[config.mk]
export PLATFORM = sky130hd
export DESIGN_NAME = rom_loader
export DESIGN_NICKNAME = d
export VERILOG_FILES = /design/src/rtl/rom_loader.sv
export SDC_FILE = /design/constraint.sdc
export NUM_CORES = 1
export LEC_CHECK = 0
export CAP_MARGIN = 0
export CORE_MARGIN = 2
export CORE_UTILIZATION = 45
export CTS_CLUSTER_DIAMETER = 50
export DETAILED_ROUTE_END_ITERATION = 7
export PLACE_DENSITY = 0.74
export SLEW_MARGIN = 20
export SYNTH_ARGS = -nofsm -noshare
export SYNTH_HDL_FRONTEND = slang
export SYNTH_SLANG_ARGS = --single-unit
[constraint.sdc]
create_clock -name clk -period 4.48 [get_ports clk]
set_input_delay 0.448 -clock clk [delete_from_list [all_inputs] [get_ports clk]]
set_output_delay 0.448 -clock clk [all_outputs]
set_load 0.1 [all_outputs]
[src/rtl/rom_loader.sv]
// Boot loader: length-prefixed byte stream -> sequential instruction ROM writes; holds CPU until image complete.
// 3 cycles/word best case (HI, LO, WRITE); byte_ready drops during WRITE/IDLE/DONE/ERR, byte_valid gaps stall.
module rom_loader #(
  parameter int ADDR_W = 15,
  parameter int DATA_W = 16
) (
  input  logic              clk,
  input  logic              reset,
  input  logic              start,
  input  logic [7:0]        byte_in,
  input  logic              byte_valid,
  output logic              byte_ready,
  output logic [ADDR_W-1:0] rom_addr,
  output logic [DATA_W-1:0] rom_data,
  output logic              rom_we,
  output logic              cpu_hold,
  output logic              done,
  output logic              error
);

  typedef enum logic [2:0] {
    S_IDLE,
    S_LEN_HI,
    S_LEN_LO,
    S_DATA_HI,
    S_DATA_LO,
    S_WRITE,
    S_DONE,
    S_ERR
  } state_t;

  state_t state, state_nxt;

  logic [7:0]        len_hi_q;
  logic [ADDR_W:0]   len_q;
  logic [ADDR_W:0]   cnt_q;
  logic [ADDR_W-1:0] addr_q;
  logic [7:0]        data_hi_q;
  logic [DATA_W-1:0] word_q;

  logic [15:0]       len_word;
  logic              len_oversize;
  logic [ADDR_W:0]   cnt_inc;
  logic              last_word;
  logic              start_acc;

  assign len_word     = {len_hi_q, byte_in};
  // One extra bit so a header of exactly 2^ADDR_W words is accepted.
  assign len_oversize = {1'b0, len_word} > (17'd1 << ADDR_W);
  assign cnt_inc      = cnt_q + (ADDR_W + 1)'(1);
  assign last_word    = (cnt_inc == len_q);
  assign start_acc    = start && (state == S_IDLE || state == S_DONE || state == S_ERR);

  assign rom_addr = addr_q;
  assign rom_data = word_q;

  always_ff @(posedge clk) begin
    if (!reset) begin
      state <= S_IDLE;
    end else begin
      state <= state_nxt;
    end
  end

  always_comb begin
    state_nxt  = state;
    byte_ready = 1'b0;
    rom_we     = 1'b0;
    cpu_hold   = 1'b1;
    done       = 1'b0;
    error      = 1'b0;
    case (state)
      S_IDLE: begin
        if (start) state_nxt = S_LEN_HI;
      end
      S_LEN_HI: begin
        byte_ready = 1'b1;
        if (byte_valid) state_nxt = S_LEN_LO;
      end
      S_LEN_LO: begin
        byte_ready = 1'b1;
        if (byte_valid) begin
          if (len_word == 16'd0)  state_nxt = S_DONE;
          else if (len_oversize)  state_nxt = S_ERR;
          else                    state_nxt = S_DATA_HI;
        end
      end
      S_DATA_HI: begin
        byte_ready = 1'b1;
        if (byte_valid) state_nxt = S_DATA_LO;
      end
      S_DATA_LO: begin
        byte_ready = 1'b1;
        if (byte_valid) state_nxt = S_WRITE;
      end
      S_WRITE: begin
        rom_we    = 1'b1;
        state_nxt = last_word ? S_DONE : S_DATA_HI;
      end
      S_DONE: begin
        done     = 1'b1;
        cpu_hold = 1'b0;
        if (start) state_nxt = S_LEN_HI;
      end
      S_ERR: begin
        error = 1'b1;
        if (start) state_nxt = S_LEN_HI;
      end
      default: state_nxt = S_IDLE;
    endcase
  end

  always_ff @(posedge clk) begin
    if (!reset) begin
      len_hi_q  <= '0;
      len_q     <= '0;
      cnt_q     <= '0;
      addr_q    <= '0;
      data_hi_q <= '0;
      word_q    <= '0;
    end else begin
      if (start_acc) begin
        addr_q <= '0;
        cnt_q  <= '0;
      end
      case (state)
        S_LEN_HI:  if (byte_valid) len_hi_q <= byte_in;
        // Only meaningful when the header is in range, which is the only way into DATA_HI.
        S_LEN_LO:  if (byte_valid) len_q <= len_word[ADDR_W:0];
        S_DATA_HI: if (byte_valid) data_hi_q <= byte_in;
        S_DATA_LO: if (byte_valid) word_q <= {data_hi_q, byte_in};
        S_WRITE: begin
          addr_q <= addr_q + ADDR_W'(1);
          cnt_q  <= cnt_inc;
        end
        default: ;
      endcase
    end
  end

endmodule

==> reports/qor.yml <==
timing:
  fin_crit_ns: 3.19
  post-route-period-util_pct: 71.2
  slew_headroom_pct: 33.4
  setup_viol: 0
  fin_skew_ns: 0.0127
  setup-tns-final_ns: 0
  tightest_slew_ns: 0.996
  drv_slew: 0
  rsz0062_at_grt: "no"
  fmax_mhz: 314
  final-hold-violation-count: 0
floorplan:
  io_pins: 48
  chipWidth_um: 101
  dieArea_um2: 10200
  rows: 35
  initial_core_util_pct: 46.0
  die_h_um: 101
  placeableCoreArea_um2: 9150
grt:
  overflow: 0
  grt_max_degree: 59
  grt_pass1_vias: 3507
  antenna_found_initial: 0
  grt_usage_pct: 19.5
  grt_pass1_wl_um: 16000
route:
  wl_met2_um: 4470
  drt_pre_antenna_iters: 4
  viasPerCell: 5.46
  ant_nets: 0
  routedWlPerCell_um: 14.1
  wl_met1_um: 4230
  routed_wl_um: 9210
  wl_met3_um: 419
  num_vias: 3554
  top_layer_used: "met4"
  drcViolationCount: 0
  drt-initial-drc-count: 96
cells_and_area:
  synthToLayoutAreaGrowth_pct: 16.2
  final_nets: 549
  drive_gt1_share_pct: 7.41
  most-common-layout-cells: "nand2_1 (110), dfxtp_1 (82), clkdlybuf4s50_1 (45)"
  layout.cells.most_common: "nand2_1"
  n_antenna_cell: 0
clock_network:
  cts_inserted_buffers: 9
  h-tree-depth: 3
  ctsResizeCount: 0
  clockRootBuffer: "clkbuf_8"
  cts_setup_buffers: 0
  cts_hold_buf: 0
  cts_tree: "built"
  clock-sinks: 82
  clk_latency_ns: 0.37
  path_clk_slew_ns: 0.09
  cts_buffer_depth: 2
yosys:
  synth_edf_count: 0
  syn-cell-area_um2: 4210
  synthCells: 508
  ys_types: 57
  yosys_warnings: 0
  synthArstFlopShare_pct: 0
  synth_seq_cells: 82
  syn_area_per_cell_um2: 8.29
  yosysSeqAreaShare_pct: 39.0
  syn_nets: 522
  dominantRegCellSynth: "dfxtp_1"
critical_path:
  start_kind: "register"
  reg2reg_to: "rom_addr[14]"
  cp_max_fo: 18
  worstPathRequired_ns: 4.03
  critPathCaptureType: "output port"
  worstPathArrival_ns: 2.74
  path_class: "register to output port"
  rrSetupSlack_ns: 2.06
  ff2ff_path_depth: 6
  reg2reg_from: "state[0]"
power:
  power.density_nw_per_um2: 355
  ir_drop_mv: 0.348
  leakage_uw: 0.00170
  power.total_uw: 1740
hold_path:
  hp-start: "rom_data[15]"
  hold_depth: 2
  hp-class: "register to register"
  hold_end: "rom_data[15]"
placement:
  port_buffers: 47
  gp_congestion: 0.819
  hpwl_um: 6360
flow_run:
  cap_violations: 0
run_status:
  status: "finished, final reports clean"
routing by layer:
layer | track usage [%] | vias to the layer above
met2 | 33.8 | 79
met5 | 0 | -
li1 | - | 1801
met1 | 24.3 | 1665
met3 | 4.16 | 9
met4 | 5.69 | 0
critical path: stages, from the launching register on:
cell and delay (ns):
dfxtp_1 0.81, nor2_1 0.21, xnor2_1 0.20, clkdlybuf4s50_1 1.16
cell families after synthesis:
group           count (synthesis)  share of synthesized area, %
simple gates                  228                          28.3
mux                            12                          2.85
buf+inv                        38                          4.01
fa+ha+maj                       2                         0.594
compound gates                118                          19.3
xor+xnor                       28                          6.00
flops                          82                          39.0
synthesized netlist by cell type, types with 2 or more instances:
cell	number	area (µm²)
a21boi_0	44	330
a21boi_1	6	45.0
a21oi_1	13	65.1
a31oi_1	8	50.1
and2_1	7	43.8
and3_1	5	31.3
and3b_1	3	26.3
buf_2	18	90.1
clkbuf_1	13	48.8
dfxtp_1	82	1640
ha_1	2	25.0
inv_1	6	22.5
mux2i_1	12	120
nand2_1	110	413
nand2b_1	2	12.5
nand3_1	14	70.1
nand3_2	3	30.0
nand3b_1	5	37.5
nand4_1	6	37.5
nor2_1	26	97.6
nor2b_1	15	93.8
nor3_1	8	40.0
nor3_2	2	20.0
nor3b_1	2	15.0
nor4_1	4	25.0
o211ai_1	7	52.6
o21a_1	4	30.0
o21ai_0	23	115
o21ai_1	2	10.0
o31ai_1	2	15.0
or3_1	3	18.8
xnor2_1	16	140
xor2_1	11	96.3
how the worst max path moves through the flow:
stage / startpoint / to / slack [ns]
global route: state[0] / rom_we / 1.13
floorplan: state[1] / done / 1.77
detailed placement: state[0] / byte_ready / 1.74
CTS: state[0] / byte_ready / 1.30
finish: state[0] / byte_ready / 1.29
global placement: state[0] / byte_ready / 1.77
layout make-up:
class                      count  area, µm²
inverter                       6       22.5
fill                         840       4260
clock inverter                 7       95.1
tap                          111        139
timing repair buffer          48        470
multi-input combinational    388       2400
clock buffer                   9        124
sequential                    82       1640
where the power goes:
group	total, µW	switching [µW]	internal, µW
Combinational	342	223	119
Clock	580	305	275
Sequential	816	58.3	757
Total	1740	586	1150
sequential cells by signal, indices dropped and copies added, names as in the netlist:
signal     count
rom_data      16
data_hi_q      8
len_q         16
rom_addr      15
state          3
len_hi_q       8
cnt_q         16
stage by stage:
| step | hold slack, ns | instance area (µm²) | instances | utilization, % | setup WS (ns) |
|---|---|---|---|---|---|
| after global placement | 0.451 | 4680 | 635 | 51.1 | 1.77 |
| after detailed placement | 0.455 | 4680 | 635 | 51.1 | 1.74 |
| after floorplan | 0.431 | 4210 | 508 | - | 1.77 |
| after CTS | 0.467 | 4890 | 651 | 53.5 | 1.30 |
| final | 0.461 | 4890 | 651 | 53.5 | 1.29 |
| after global routing | 0.478 | 4890 | 651 | 53.5 | 1.13 |
(Power assumes the default switching activity.)
